### config.mk
export PLATFORM = sky130hd
export DESIGN_NAME = mem_access
export DESIGN_NICKNAME = d
export VERILOG_FILES = /design/src/rtl/mem_access.sv
export SDC_FILE = /design/constraint.sdc
export NUM_CORES = 1
export LEC_CHECK = 0
export CORE_ASPECT_RATIO = 0.8
export CORE_UTILIZATION = 43
export DETAILED_ROUTE_END_ITERATION = 16
export GPL_ROUTABILITY_DRIVEN = 0
export PLACE_DENSITY = 0.91
export SETUP_SLACK_MARGIN = 0.3
export SLEW_MARGIN = 5
export SYNTH_ARGS = -nofsm -noshare
export SYNTH_HDL_FRONTEND = slang
export SYNTH_SLANG_ARGS = --single-unit
export TNS_END_PERCENT = 10
### constraint.sdc
create_clock -name clk -period 2.4 [get_ports clk]
set_clock_uncertainty 0.2 [all_clocks]
set_input_delay 0.48 -clock clk [delete_from_list [all_inputs] [get_ports clk]]
set_output_delay 0.48 -clock clk [all_outputs]
set_load 0.05 [all_outputs]
### src/rtl/mem_access.sv
// -----------------------------------------------------------------------------
// mem_access : MIPS memory-access pipeline stage (between execute and writeback)
//
// Takes the effective address, ALU op and store data from execute. It runs a
// request/acknowledge transaction on the data-RAM port, aligns and
// sign-extends loaded bytes, and produces the registered writeback record.
// While a RAM transaction is outstanding it raises a combinational stall
// request to the pipeline controller.
//
// Handshake: ram_req_o rises on the edge that enters WAIT and stays high, with
// ram_addr_o/ram_we_o/ram_be_o/ram_wdata_o held stable, until the edge that
// follows the single cycle in which ram_ack_i is high (ram_rdata_i is valid in
// that cycle), or until the timeout edge. ram_ack_i outside WAIT is ignored.
//
// Ports:
//   clk, rst      clock, synchronous active-high reset
//   op_i          ALU op from execute (LB/LW/SB/SW are the memory ops)
//   addr_i        effective byte address
//   sdata_i       store data (rt)
//   wreg_i        writeback record from execute
//   wreg_o        registered writeback record to writeback
//   stallreq_o    stall request (combinational)
//   err_o         one-cycle pulse on misaligned access or timeout
//   ram_*         data-RAM request port
// -----------------------------------------------------------------------------
package mem_access_pkg;

    typedef enum logic [3:0] {
        NOP_OP, ADD_OP, SUB_OP, AND_OP, OR_OP, XOR_OP, SLT_OP, LUI_OP,
        LB_OP, LW_OP, SB_OP, SW_OP
    } alu_t;

    typedef struct packed {
        logic        en;
        logic [4:0]  addr;
        logic [31:0] data;
    } reg_t;

endpackage

module mem_access
    import mem_access_pkg::*;
#(
    parameter int unsigned TIMEOUT = 255
) (
    input  logic        clk,
    input  logic        rst,
    input  alu_t        op_i,
    input  logic [31:0] addr_i,
    input  logic [31:0] sdata_i,
    input  reg_t        wreg_i,
    output reg_t        wreg_o,
    output logic        stallreq_o,
    output logic        err_o,
    output logic        ram_req_o,
    output logic        ram_we_o,
    output logic [31:0] ram_addr_o,
    output logic [3:0]  ram_be_o,
    output logic [31:0] ram_wdata_o,
    input  logic        ram_ack_i,
    input  logic [31:0] ram_rdata_i
);

    typedef enum logic {
        IDLE = 1'b0,
        WAIT = 1'b1
    } state_t;

    state_t      state_q, state_d;
    logic [7:0]  cnt_q, cnt_d;
    alu_t        op_q, op_d;
    logic [1:0]  lane_q, lane_d;
    reg_t        wreg_q, wreg_d;
    logic        err_q, err_d;
    logic        req_q, req_d;
    logic        we_q, we_d;
    logic [31:0] addr_q, addr_d;
    logic [3:0]  be_q, be_d;
    logic [31:0] wdata_q, wdata_d;
    logic        stall;

    logic        is_mem;
    logic        is_word;
    logic        is_store;
    logic        misaligned;
    logic [7:0]  rbyte;
    logic        last_wait;

    assign is_mem     = (op_i == LB_OP) || (op_i == LW_OP) ||
                        (op_i == SB_OP) || (op_i == SW_OP);
    assign is_word    = (op_i == LW_OP) || (op_i == SW_OP);
    assign is_store   = (op_i == SB_OP) || (op_i == SW_OP);
    assign misaligned = is_word && (addr_i[1:0] != 2'b00);

    // Byte lane selected by the latched low address bits.
    assign rbyte      = ram_rdata_i[{lane_q, 3'b000} +: 8];
    assign last_wait  = (cnt_q == 8'(TIMEOUT - 1));

    always_comb begin
        state_d = state_q;
        cnt_d   = cnt_q;
        op_d    = op_q;
        lane_d  = lane_q;
        wreg_d  = wreg_q;
        err_d   = 1'b0;
        req_d   = req_q;
        we_d    = we_q;
        addr_d  = addr_q;
        be_d    = be_q;
        wdata_d = wdata_q;
        stall   = 1'b0;

        case (state_q)
            IDLE: begin
                if (!is_mem) begin
                    wreg_d = wreg_i;
                end else if (misaligned) begin
                    wreg_d    = wreg_i;
                    wreg_d.en = 1'b0;
                    err_d     = 1'b1;
                end else begin
                    stall   = 1'b1;
                    state_d = WAIT;
                    op_d    = op_i;
                    lane_d  = addr_i[1:0];
                    cnt_d   = 8'd0;
                    req_d   = 1'b1;
                    we_d    = is_store;
                    addr_d  = {addr_i[31:2], 2'b00};
                    // No writeback is presented while the access is in flight.
                    wreg_d  = '0;
                    if (op_i == SB_OP) begin
                        be_d    = 4'b0001 << addr_i[1:0];
                        wdata_d = {4{sdata_i[7:0]}};
                    end else begin
                        be_d    = 4'b1111;
                        wdata_d = sdata_i;
                    end
                end
            end

            WAIT: begin
                // Ack takes priority over the timeout in the same cycle.
                if (ram_ack_i) begin
                    state_d = IDLE;
                    req_d   = 1'b0;
                    wreg_d  = wreg_i;
                    if (op_q == LW_OP) begin
                        wreg_d.data = ram_rdata_i;
                    end else if (op_q == LB_OP) begin
                        wreg_d.data = {{24{rbyte[7]}}, rbyte};
                    end
                end else if (last_wait) begin
                    state_d   = IDLE;
                    req_d     = 1'b0;
                    err_d     = 1'b1;
                    wreg_d.en = 1'b0;
                end else begin
                    stall = 1'b1;
                    cnt_d = cnt_q + 8'd1;
                end
            end

            default: begin
                state_d = IDLE;
            end
        endcase
    end

    always_ff @(posedge clk) begin
        if (rst) begin
            state_q <= IDLE;
            cnt_q   <= 8'd0;
            op_q    <= NOP_OP;
            lane_q  <= 2'b00;
            wreg_q  <= '0;
            err_q   <= 1'b0;
            req_q   <= 1'b0;
            we_q    <= 1'b0;
            addr_q  <= 32'd0;
            be_q    <= 4'd0;
            wdata_q <= 32'd0;
        end else begin
            state_q <= state_d;
            cnt_q   <= cnt_d;
            op_q    <= op_d;
            lane_q  <= lane_d;
            wreg_q  <= wreg_d;
            err_q   <= err_d;
            req_q   <= req_d;
            we_q    <= we_d;
            addr_q  <= addr_d;
            be_q    <= be_d;
            wdata_q <= wdata_d;
        end
    end

    // Stall is suppressed in the reset cycle whatever op_i shows.
    assign stallreq_o  = stall && !rst;
    assign wreg_o      = wreg_q;
    assign err_o       = err_q;
    assign ram_req_o   = req_q;
    assign ram_we_o    = we_q;
    assign ram_addr_o  = addr_q;
    assign ram_be_o    = be_q;
    assign ram_wdata_o = wdata_q;

endmodule

Word level (Yosys, flattened, before mapping). Cells that the tools add are included.

Add/sub/neg operators: 1. Eq/ne operators: 13. Shift-type cells: 2. Mux-type cells: 29. Bitwise gates (word level): 2. Reductions and logical operators: 12.

Operator list (count): $mux 32 (3); $pmux 38 s2 (1); $mux 37 (2); $mux 38 (1); $mux 8 (4); $shiftx 32x6->8 (1); $eq 4x4->1 const B (6); $pmux 8 s2 (1); $mux 1 (13); $ne 2x2->1 const B (5); $add 8x1->8 const B (1); $eq 8x8->1 const B (1); $pmux 1 s2 (3); $reduce_and 3->1 (2); $logic_or 1x1->1 (5); $mux 4 (1); $reduce_and 4->1 (1); $shl 1x2->4 const A (1); $ne 3x2->1 const B (1); $logic_and 1x1->1 (2); $not 1->1 (2); $reduce_bool 2->1 (1); $logic_not 1->1 (1).

Bits in registers: 122. Input bits: 141. Output and inout port bits: 110.

Logic depth before layout (Yosys ltp).
Word-level depth: 7. Gate-level depth with buffers: 8. Gate-level depth less buffers: 6.

Worst setup path before layout. No wires, ideal clock.

Path kind: input to output. From: in op_i[2]. To: out stallreq_o. Arrival: 1.897 ns. Slack: -0.177 ns. Cell stages on the path: 4. Path buffers: 1. Cells stage by stage: nor3b_4 -> nand2_1 -> clkbuf_1 -> a21oi_1.

Cells in the longest elaborated chain, start to end: 7. Elaborated cells on any way between the ends: 13. Those cells by class: 4 x eq/ne; 3 x mux; 6 x reduce/logical.

RTL lines: from (decl) (RTL line 48) `input alu_t op_i,`; $eq 4x4->1, on equally long branches (RTL line 89, 91, 90); $logic_or 1x1->1, on equally long branches (RTL line 91, 89); $logic_and 1x1->1 / $logic_or 1x1->1 (equally long branches) (RTL line 93, 89); $mux 1 / $logic_or 1x1->1 (equally long branches) (RTL line 117, 90); $mux 1 * (RTL line 115) `if (!is_mem) begin`; $pmux 1 s2 * (RTL line 113) `case (state_q)`; $logic_and 1x1->1 * (RTL line 199) `assign stallreq_o = stall && !rst;`; to (decl) (RTL line 53) `output logic stallreq_o,`.

Mark *: on every way between the ends. The rest lies on a longest branch, timed or not.

Worst setup path after layout.
From: reg wdata_q[26] (netlist: ram_wdata_o[26]). To: out ram_wdata_o[26].

RTL lines: from (decl) (RTL line 79) `logic [31:0] wdata_q, wdata_d;`; from (signal assigned) (RTL line 194) `wdata_q <= wdata_d;`; to (decl) (RTL line 59) `output logic [31:0] ram_wdata_o,`.

No word-level cell between the ends.

==> flow_summary.yaml <==
synth:
  synth_compound_gate_area_share_pct: 29.3
  ys_top_cells_by_area: "dfxtp_1 42%, a21oi_1 9.1%, nand2_1 8.9%"
  synthSimpleGateAreaFrac_pct: 19.3
  yosysWarnings: 0
  synth_edf_count: 0
  yosysSeqAreaShare_pct: 42.5
  synth_cells: 670
  synth_area_mm2: 0.00575
  yosys_most_used_dff: "dfxtp_1"
  yosys.area_share.xor_xnor_pct: 0
  yosysUniqueCellTypes: 53
  yosysTopAreaCellShare_pct: 42.5
  synth_top_family_by_area: "compound AO/OA/AOI/OAI gates"
  synth_fa_ha_area_share_pct: 0.435
  synth.ff_latch_count: 122
  synth_top_cell_by_area: "dfxtp_1"
  synth_area_per_cell_um2: 8.58
  async_flop_share_pct: 0
  synth.area.mux_share_pct: 2.31
sta:
  finalCritPeriodShare_pct: 93.0
  post-route-min-period_ns: 2.23
  hold_viol_final: 0
  relSlewSlack_pct: 62.5
  tightest_slew_ns: 0.561
  setup_viol: 0
  fmax_mhz: 448
  rsz0062_at_grt: "true"
  drv_slew: 0
finish:
  drive_above_1_share_pct: 14.6
  syn_to_final_growth_pct: 60.4
  stdcell_count: 1106
  diodes: 0
  nets: 1062
critical_path:
  worstReg2RegStart: "op_q[1]$_SDFFE_PP0P_"
  crit_slowest_cell: "clkdlybuf4s50_1"
  crit_type: "flip-flop to output port"
  critPathLaunchType: "flip-flop"
  slowest_delay_ns: 0.82
  cp_max_fo: 2
  crit_start: "ram_wdata_o[26]$_SDFFE_PP0P_"
  cp_top_family: "buffers and inverters"
  endpoint_kind: "output port"
  critPathRequiredTime_ns: 1.72
  critPathArrivalTime_ns: 1.55
  cp_num_buf_inv: 1
  cp_cell_sequence: "clkdlybuf4s50_1"
clock_network:
  cts.sink_count: 122
  clk_path_buf_depth: 2
  cts_buffers: 17
  tritoncts: "yes"
  h-tree-depth: 4
  clkTransAtPathRegs_ns: 0.05
  cts_root_buf: "clkbuf_16"
  clk_latency_ns: 0.39
die:
  core_mm2: 0.0130
  die_area_mm2: 0.0138
  rows: 37
  die_w_um: 131
  pin_count: 251
  die-height_um: 105
  initial_core_util_pct: 44.3
grt:
  grt_antenna_before_repair: 0
  grt_usage_pct: 27.5
  grt_pass1_wl_um: 30200
  grt_pass1_vias: 5849
  overflow: 0
  grt_start_max_net_pins: 56
placed_design:
  dp_hpwl_um: 13500
  post-place-cells: 1069
  port_buffers: 248
drt:
  drc: 0
  wire_per_inst_um: 17.4
  ant_nets: 0
  drt_iter0_drc: 339
  drt_wl_total_um: 19200
  dr_total_vias: 6156
  viasPerCell: 5.57
  dr.pass1.iters: 5
power_and_ir_drop:
  p_total_mw: 6.12
  max-vdd-ir-drop_uv: 514
  leakagePower_nw: 3.53
  power.density_mw_per_mm2: 664
outcome:
  status: "finished, final reports clean"
min_path:
  hold_start: "ram_wdata_o[0]$_SDFFE_PP0P_"
  worstHoldPathType: "flip-flop to flip-flop"
run:
  maxCapViolCount: 0
-- layer usage --
metal / wire length, um / vias to the layer above / part of all wire, % / global-route usage, %
li1: - / 2929 / - / -
met1: 7930 / 2919 / 41 / 33.7
met2: 9370 / 252 / 49 / 46.5
met3: 1250 / 56 / 6.5 / 6.40
met4: 646 / 0 / 3.4 / 11.1
met5: 0 / - / 0 / 0
-- power breakdown --
part           internal (mW)  switching (mW)  total [mW]  leakage [nW]
combinational          0.563           0.788        1.35          2.25
clock                   1.68           0.901        2.58         0.287
sequential              2.14          0.0574        2.19          1.00
-- final timing paths --
| path | end | slack, ns | cells after the start |
|---|---|---|---|
| setup / recovery | ram_wdata_o[26] | 0.17 | 1 |
| hold / removal | ram_wdata_o[0]$_SDFFE_PP0P_ | 0.25 | 2 |
| setup reg to reg | wreg_o[7]$_SDFFE_PP0P_ | 0.33 | 4 |
| hold reg to reg | ram_wdata_o[0]$_SDFFE_PP0P_ | 0.25 | 2 |
-- cells by family (layout without fill, tap and decap cells) --
family          count (synthesis)  count (layout)
simple gates                  248             248
fa+ha+maj                       2               2
mux                            12              12
buf+inv                        68             328
flops                         122             122
compound gates                217             217
other cells                     1               2
-- synth_stat cells (2+ instances only) --
cell type / n
a221oi_1: 4
buf_2: 13
nor2_1: 59
nand2b_1: 14
a21oi_1: 104
inv_1: 6
nand2_1: 136
nand4_1: 2
o21ai_0: 21
a21boi_0: 2
nand3b_1: 8
dfxtp_1: 122
nor3_1: 2
mux2i_1: 11
a2111oi_0: 4
and3_1: 2
buf_4: 8
clkbuf_1: 30
and2_1: 4
o211ai_1: 2
ha_1: 2
a2111oi_2: 20
buf_8: 2
a221oi_2: 20
a311oi_1: 26
buf_6: 4
nand3_1: 12
buf_1: 5
-- state kept, by name (all words and copies together), names as in the netlist --
name         count
ram_req_o        1
op_q             4
err_o            1
lane_q           2
ram_we_o         1
ram_wdata_o     32
wreg_o          38
ram_addr_o      30
cnt_q            8
state_q          1
ram_be_o         4
-- repair_timing --
item                       CTS  global route
hold buffers                 0             0
pin swaps                    3             4
resized for setup           15            19
setup endpoints to repair  109           142
setup buffers                3             3
-- cells in the final DEF, fill, tap and decap left out, drive strengths merged, types with 4 or more instances in the layout --
cell type	instances
dlymetal6s2s	15
dfxtp	122
clkinv	5
clkbuf	19
clkinvlp	4
a21oi	105
nand2	136
nand3	12
clkdlybuf4s50	219
nand3b	8
a221oi	24
o21ai	23
buf	45
a311oi	26
nand2b	14
dlygate4sd2	12
nor2	59
inv	6
a2111oi	24
and2	4
mux2i	11
-- cell type report --
cell class	count	area (um2)
tap	175	219
inverter	6	22.5
clock buffer	19	453
fill	964	3740
clock inverter	12	149
multi-input combinational	481	3020
timing repair buffer	291	2910
sequential	122	2440
-- stage by stage --
step           worst slack [ns]  utilization [%]  setup TNS, ns  hold slack (ns)  cell area, um2
6_report                  0.167             71.1              0            0.250            9220
3_3_place_gp            -0.0608             65.8         -0.696            0.240            8520
5_1_grt                   0.102             71.1              0            0.272            9220
4_1_cts                   0.123             70.5              0            0.253            9140
2_1_floorplan             0.313                -              0            0.251            5780
3_5_place_dp             -0.126             65.8          -2.12            0.246            8520
Note: power is estimated with default switching activity, not from simulation.
